==> config.mk <==
export PLATFORM = sky130hd
export DESIGN_NAME = pc_sequencer
export DESIGN_NICKNAME = d
export VERILOG_FILES = /design/src/rtl/pc_sequencer.sv
export SDC_FILE = /design/constraint.sdc
export NUM_CORES = 1
export LEC_CHECK = 0
export ABC_AREA = 1
export CORE_MARGIN = 2
export CORE_UTILIZATION = 40
export DETAILED_ROUTE_END_ITERATION = 16
export PLACE_DENSITY = 0.73
export SYNTH_ARGS = -nofsm -noshare
export SYNTH_HDL_FRONTEND = slang
export SYNTH_SLANG_ARGS = --single-unit
==> constraint.sdc <==
create_clock -name clk -period 2 [get_ports clk]
set_input_delay 0.2 -clock clk [delete_from_list [all_inputs] [get_ports clk]]
set_output_delay 0.2 -clock clk [all_outputs]
set_load 0.01 [all_outputs]
==> src/rtl/pc_sequencer.sv <==
// pc_sequencer: multi-cycle fetch/decode/execute sequencer owning the RV32I
// program counter. Fetches over a req/valid handshake, holds the instruction
// for the immediate generator and decoder, then selects the next PC from the
// immediate and branch outcome. Halts on fetch timeout or misaligned target.
//
// Optional feature: define RETIRE_CNT_EN to build the 32-bit retired
// instruction counter; otherwise RetireCnt is tied to zero.
module pc_sequencer #(
    parameter logic [31:0] RESET_PC      = 32'h0000_0000,
    parameter int          FETCH_TIMEOUT = 15
) (
    input  logic        clk,
    input  logic        rst_n,
    output logic        ImemReq,
    output logic [31:0] ImemAddr,
    input  logic        ImemValid,
    input  logic [31:0] ImemData,
    output logic [31:0] InstOut,
    input  logic [31:0] ImmIn,
    input  logic        BranchTaken,
    input  logic        Stall,
    output logic        InstValid,
    output logic [31:0] PcOut,
    output logic [31:0] LinkPc,
    output logic        Halted,
    output logic [1:0]  ErrCode,
    output logic [31:0] RetireCnt
);

    localparam logic [6:0]  OP_JAL        = 7'b1101111;
    localparam logic [6:0]  OP_BRANCH     = 7'b1100011;
    localparam logic [31:0] NOP_INST      = 32'h0000_0013;
    localparam logic [7:0]  TIMEOUT_LIMIT = 8'(FETCH_TIMEOUT);
    localparam logic [1:0]  ERR_NONE      = 2'b00;
    localparam logic [1:0]  ERR_TIMEOUT   = 2'b01;
    localparam logic [1:0]  ERR_MISALIGN  = 2'b10;

    typedef enum logic [2:0] {
        ST_RESET,
        ST_FETCH,
        ST_DECODE,
        ST_EXEC,
        ST_HALT
    } state_t;

    state_t      state;
    state_t      state_next;
    logic [31:0] pc;
    logic [31:0] inst;
    logic [1:0]  err;
    logic [7:0]  tmo_cnt;

    logic [6:0]  opcode;
    logic        take_target;
    logic [31:0] next_pc;
    logic        misaligned;
    logic [7:0]  tmo_next;
    logic        tmo_expired;
    logic        fetch_done;
    logic        exec_leave;
    logic        retire;

    // Next-PC selection and event decode shared by the FSM and the datapath.
    always_comb begin
        opcode      = inst[6:0];
        take_target = (opcode == OP_JAL) || ((opcode == OP_BRANCH) && BranchTaken);
        next_pc     = take_target ? (pc + ImmIn) : (pc + 32'd4);
        misaligned  = (next_pc[1:0] != 2'b00);
        tmo_next    = tmo_cnt + 8'd1;
        tmo_expired = (tmo_next == TIMEOUT_LIMIT);
        fetch_done  = (state == ST_FETCH) && ImemValid;
        exec_leave  = (state == ST_EXEC) && !Stall;
        retire      = exec_leave && !misaligned;
    end

    // State register; reset forces RESET and release moves on at the next edge.
    always_ff @(posedge clk or negedge rst_n) begin
        if (!rst_n) begin
            state <= ST_RESET;
        end else begin
            state <= state_next;
        end
    end

    // Next-state decode and state-derived control outputs.
    always_comb begin
        state_next = state;
        ImemReq    = 1'b0;
        InstValid  = 1'b0;
        Halted     = 1'b0;
        case (state)
            ST_RESET: begin
                state_next = ST_FETCH;
            end
            ST_FETCH: begin
                ImemReq = 1'b1;
                if (ImemValid) begin
                    state_next = ST_DECODE;
                end else if (tmo_expired) begin
                    state_next = ST_HALT;
                end
            end
            ST_DECODE: begin
                state_next = ST_EXEC;
            end
            ST_EXEC: begin
                InstValid = 1'b1;
                if (!Stall) begin
                    state_next = misaligned ? ST_HALT : ST_FETCH;
                end
            end
            ST_HALT: begin
                Halted = 1'b1;
            end
            default: begin
                state_next = ST_HALT;
            end
        endcase
    end

    // Datapath: PC, captured instruction, sticky error code and fetch timer.
    always_ff @(posedge clk or negedge rst_n) begin
        if (!rst_n) begin
            pc      <= RESET_PC;
            inst    <= NOP_INST;
            err     <= ERR_NONE;
            tmo_cnt <= 8'd0;
        end else begin
            if (fetch_done) begin
                inst    <= ImemData;
                tmo_cnt <= 8'd0;
            end else if (state == ST_FETCH) begin
                tmo_cnt <= tmo_next;
                if (tmo_expired) begin
                    err <= ERR_TIMEOUT;
                end
            end
            if (retire) begin
                pc <= next_pc;
            end else if (exec_leave) begin
                err <= ERR_MISALIGN;
            end
        end
    end

`ifdef RETIRE_CNT_EN
    logic [31:0] retire_cnt;

    // Retired-instruction counter, wraps naturally at 2^32.
    always_ff @(posedge clk or negedge rst_n) begin
        if (!rst_n) begin
            retire_cnt <= 32'd0;
        end else if (retire) begin
            retire_cnt <= retire_cnt + 32'd1;
        end
    end

    assign RetireCnt = retire_cnt;
`else
    assign RetireCnt = 32'h0;
`endif

    assign ImemAddr = pc;
    assign PcOut    = pc;
    assign LinkPc   = pc + 32'd4;
    assign InstOut  = inst;
    assign ErrCode  = err;

endmodule
==> flow_summary.ini <==
[placement]
io_buffers = 201
dp_hpwl_mm = 19.2
routabilityCongestion = 0.951
dpl.cell_count = 1586

[grt]
grt_usage = 0.276
gr-total-overflow = 0
grt_max_degree = 44
grt_pass1_wl_mm = 42.4
antenna_found_initial = 0
first_global_vias = 8133

[floorplan]
die_h_microns = 138
die_area_sq_um = 19000
start_util = 0.404
ios = 234
die_x_microns = 138
core_area_sq_um = 17800
rows = 49

[critical_path]
worstSetupPathType = reg2reg
crit_path_end_kind = register
cp.arrival_ns = 2.50
required_ns = 2.25
startpoint_type = register
crit_fanout = 3
r2r_slack_ns = -0.25

[clock_network]
htreeDepth = 3
cts_tree = built
clock-sinks = 77
clk_pin_slew_ns = 0.07
worstSkewPairLatency_ns = 0.36
root_buffer = clkbuf_16
clockBufferDepth = 2
cts_made_buffers = 9

[routing]
viasPerCell = 5.35
drc = 0
avgRoutedWirePerCell_microns = 19.1
antenna_left = 0
drt_iter0_drc = 702
wirelength_mm = 31.8
dr_total_vias = 8910
detail_route.first_pass.iterations = 7

[synth]
synth_warnings = 0
synth_cell_type_count = 49
ys_ff_latch = 77
async_flop_share = 1.00
synth-edff-count = 0
ys.flop_type = dfrtp_1
ys_seq_area_frac = 0.269
netlist_instances = 1059
syn_area_sq_um = 7180
avgSynthCellArea_sq_um = 6.78

[sta]
fin_ws_ns = -0.249
drv_slew = 0
clock_skew_ns = 0.0122
fmax_ghz = 0.445
period_needed_ns = 2.25
min_period_over_period = 1.12
grt_setup_unrepaired = yes
hold_viol = 0
finalSetupViolCount = 50

[outcome]
outcome = finished with violations
violations = negative setup slack

[finish]
fin_util = 0.700
diodes = 0
final_cells = 1664
nNetsFinal = 1534
area_growth_pct = 73.4
final_layout_size_suffix_gt1_frac = 0.427

[hold_path]
hp-class = in2async

[power]
power_uw = 4010
power_per_cell_area_nw_per_um2 = 322
p_leak_uw = 0.00629
irDropWorstVdd_mv = 0.434

[job]
cap_violations = 0
==> cells in the mapped netlist (all sizes together) (3+ instances only) <==
cell    count  area share
nand2     345        0.19
inv       157       0.082
nor2      106       0.065
buf        81       0.084
dfrtp      74        0.26
a21oi      56       0.047
nand3      56       0.040
ha         34       0.059
mux2       30       0.047
o21ai      27       0.019
xor2       25       0.035
nor3       14       0.012
nand3b     12       0.013
nand4       5      0.0044
or2         5      0.0044
and2        4      0.0035
dfstp       3       0.011
xnor2       3      0.0037
==> placed cells by master (no fill, tap or decap), types with 12 or more instances in the layout <==
cell type        instances
a21oi_1                 16
o21ai_1                 12
nand3_2                 16
nand3b_1                12
nor2_1                  52
dfrtp_1                 54
mux2_2                  28
nand2_1                226
nand2_4                 29
nand3_1                 40
conb_1                  32
ha_1                    12
a21oi_2                 37
dfrtp_2                 20
clkdlybuf4s50_1        171
o21ai_0                 12
clkbuf_16               12
nand2_2                 88
inv_1                  132
nor2_4                  25
buf_4                  164
ha_4                    20
xor2_1                  14
buf_6                   51
inv_2                   21
nor2_2                  29
==> flip-flops by register name (all words and copies together) (netlist names) <==
| name | count |
|---|---|
| ErrCode | 2 |
| tmo_cnt | 8 |
| InstOut | 32 |
| state | 3 |
| ImemAddr | 32 |
==> final cells by class <==
cell class	count	area [sq um]
clock buffers	10	229
clock inverters	6	87.6
fillers	1298	5330
inverters	159	621
multi-input cells	773	5440
flip-flops and latches	77	1960
well taps	229	287
repair buffers	410	3830
==> cell families after synthesis <==
logic type | Yosys count | synth area share
simple gates | 548 | 0.331
fa+ha+maj | 35 | 0.0620
xor+xnor | 28 | 0.0383
buf+inv | 240 | 0.168
compound gates | 100 | 0.0845
mux | 30 | 0.0470
other cells | 1 | 0.000522
flops | 77 | 0.269
==> repair_timing <==
| action | CTS | global route |
|---|---|---|
| endpoints found under the hold margin | 18 | 0 |
| pin swaps | 53 | 97 |
| buffers inserted | 34 | 24 |
| cloned | 0 | 3 |
| hold buffers | 1 | 0 |
| gates resized for setup | 272 | 229 |
| endpoints found under the setup margin | 49 | 57 |
==> worst max-delay path, stage by stage, from the launching register on <==
cell and delay [ns]:
dfrtp_2 0.43, buf_6 0.14, ha_4 0.25, buf_4 0.15
nand2_1 0.09, nand2_2 0.08, nand2_1 0.12, nand2_2 0.11
a21oi_2 0.14, nand2_2 0.11, buf_4 0.15, xor2_1 0.11
nand2_1 0.06, a21oi_1 0.20
==> report_power, final <==
group	switching, uW	leakage (uW)	total (uW)	internal, uW
registers	1.12	0.000950	1560	1560
logic	324	0.00519	621	297
clock network	730	0.000156	1820	1090
total	1050	0.00629	4010	2950
==> per-layer routing <==
| layer | up-vias | share of wire | global-route usage |
|---|---|---|---|
| met4 | 0 | 0.066 | 0.109 |
| met3 | 184 | 0.093 | 0.0478 |
| li1 | 3948 | - | - |
| met2 | 614 | 0.48 | 0.468 |
| met1 | 4164 | 0.36 | 0.351 |
| met5 | - | 0 | 0 |
==> through the flow <==
stage / hold slack (ns) / setup TNS, ns / worst slack (ns) / cell area, sq um
after floorplan: -0.0956 / 0 / 0.0381 / 7300
after global placement: 0.108 / -9.50 / -0.291 / 10100
after detailed placement: 0.105 / -10.76 / -0.313 / 10100
after CTS: 0.292 / -0.924 / -0.115 / 11400
after global routing: 0.325 / -8.05 / -0.258 / 12500
final: 0.286 / -5.36 / -0.249 / 12500
==> final timing paths <==
path	start	to	cells after the start
setup / recovery	ImemAddr[11]	ImemAddr[14]	13
hold / removal	rst_n	ImemAddr[0]	2
setup reg to reg	ImemAddr[11]	ImemAddr[14]	13
hold reg to reg	InstOut[10]	InstOut[10]	1
max in group asynchronous	rst_n	ImemAddr[4]	3
min in group clk	ImemData[2]	InstOut[2]	3
Power figures use the tool's default switching activity.
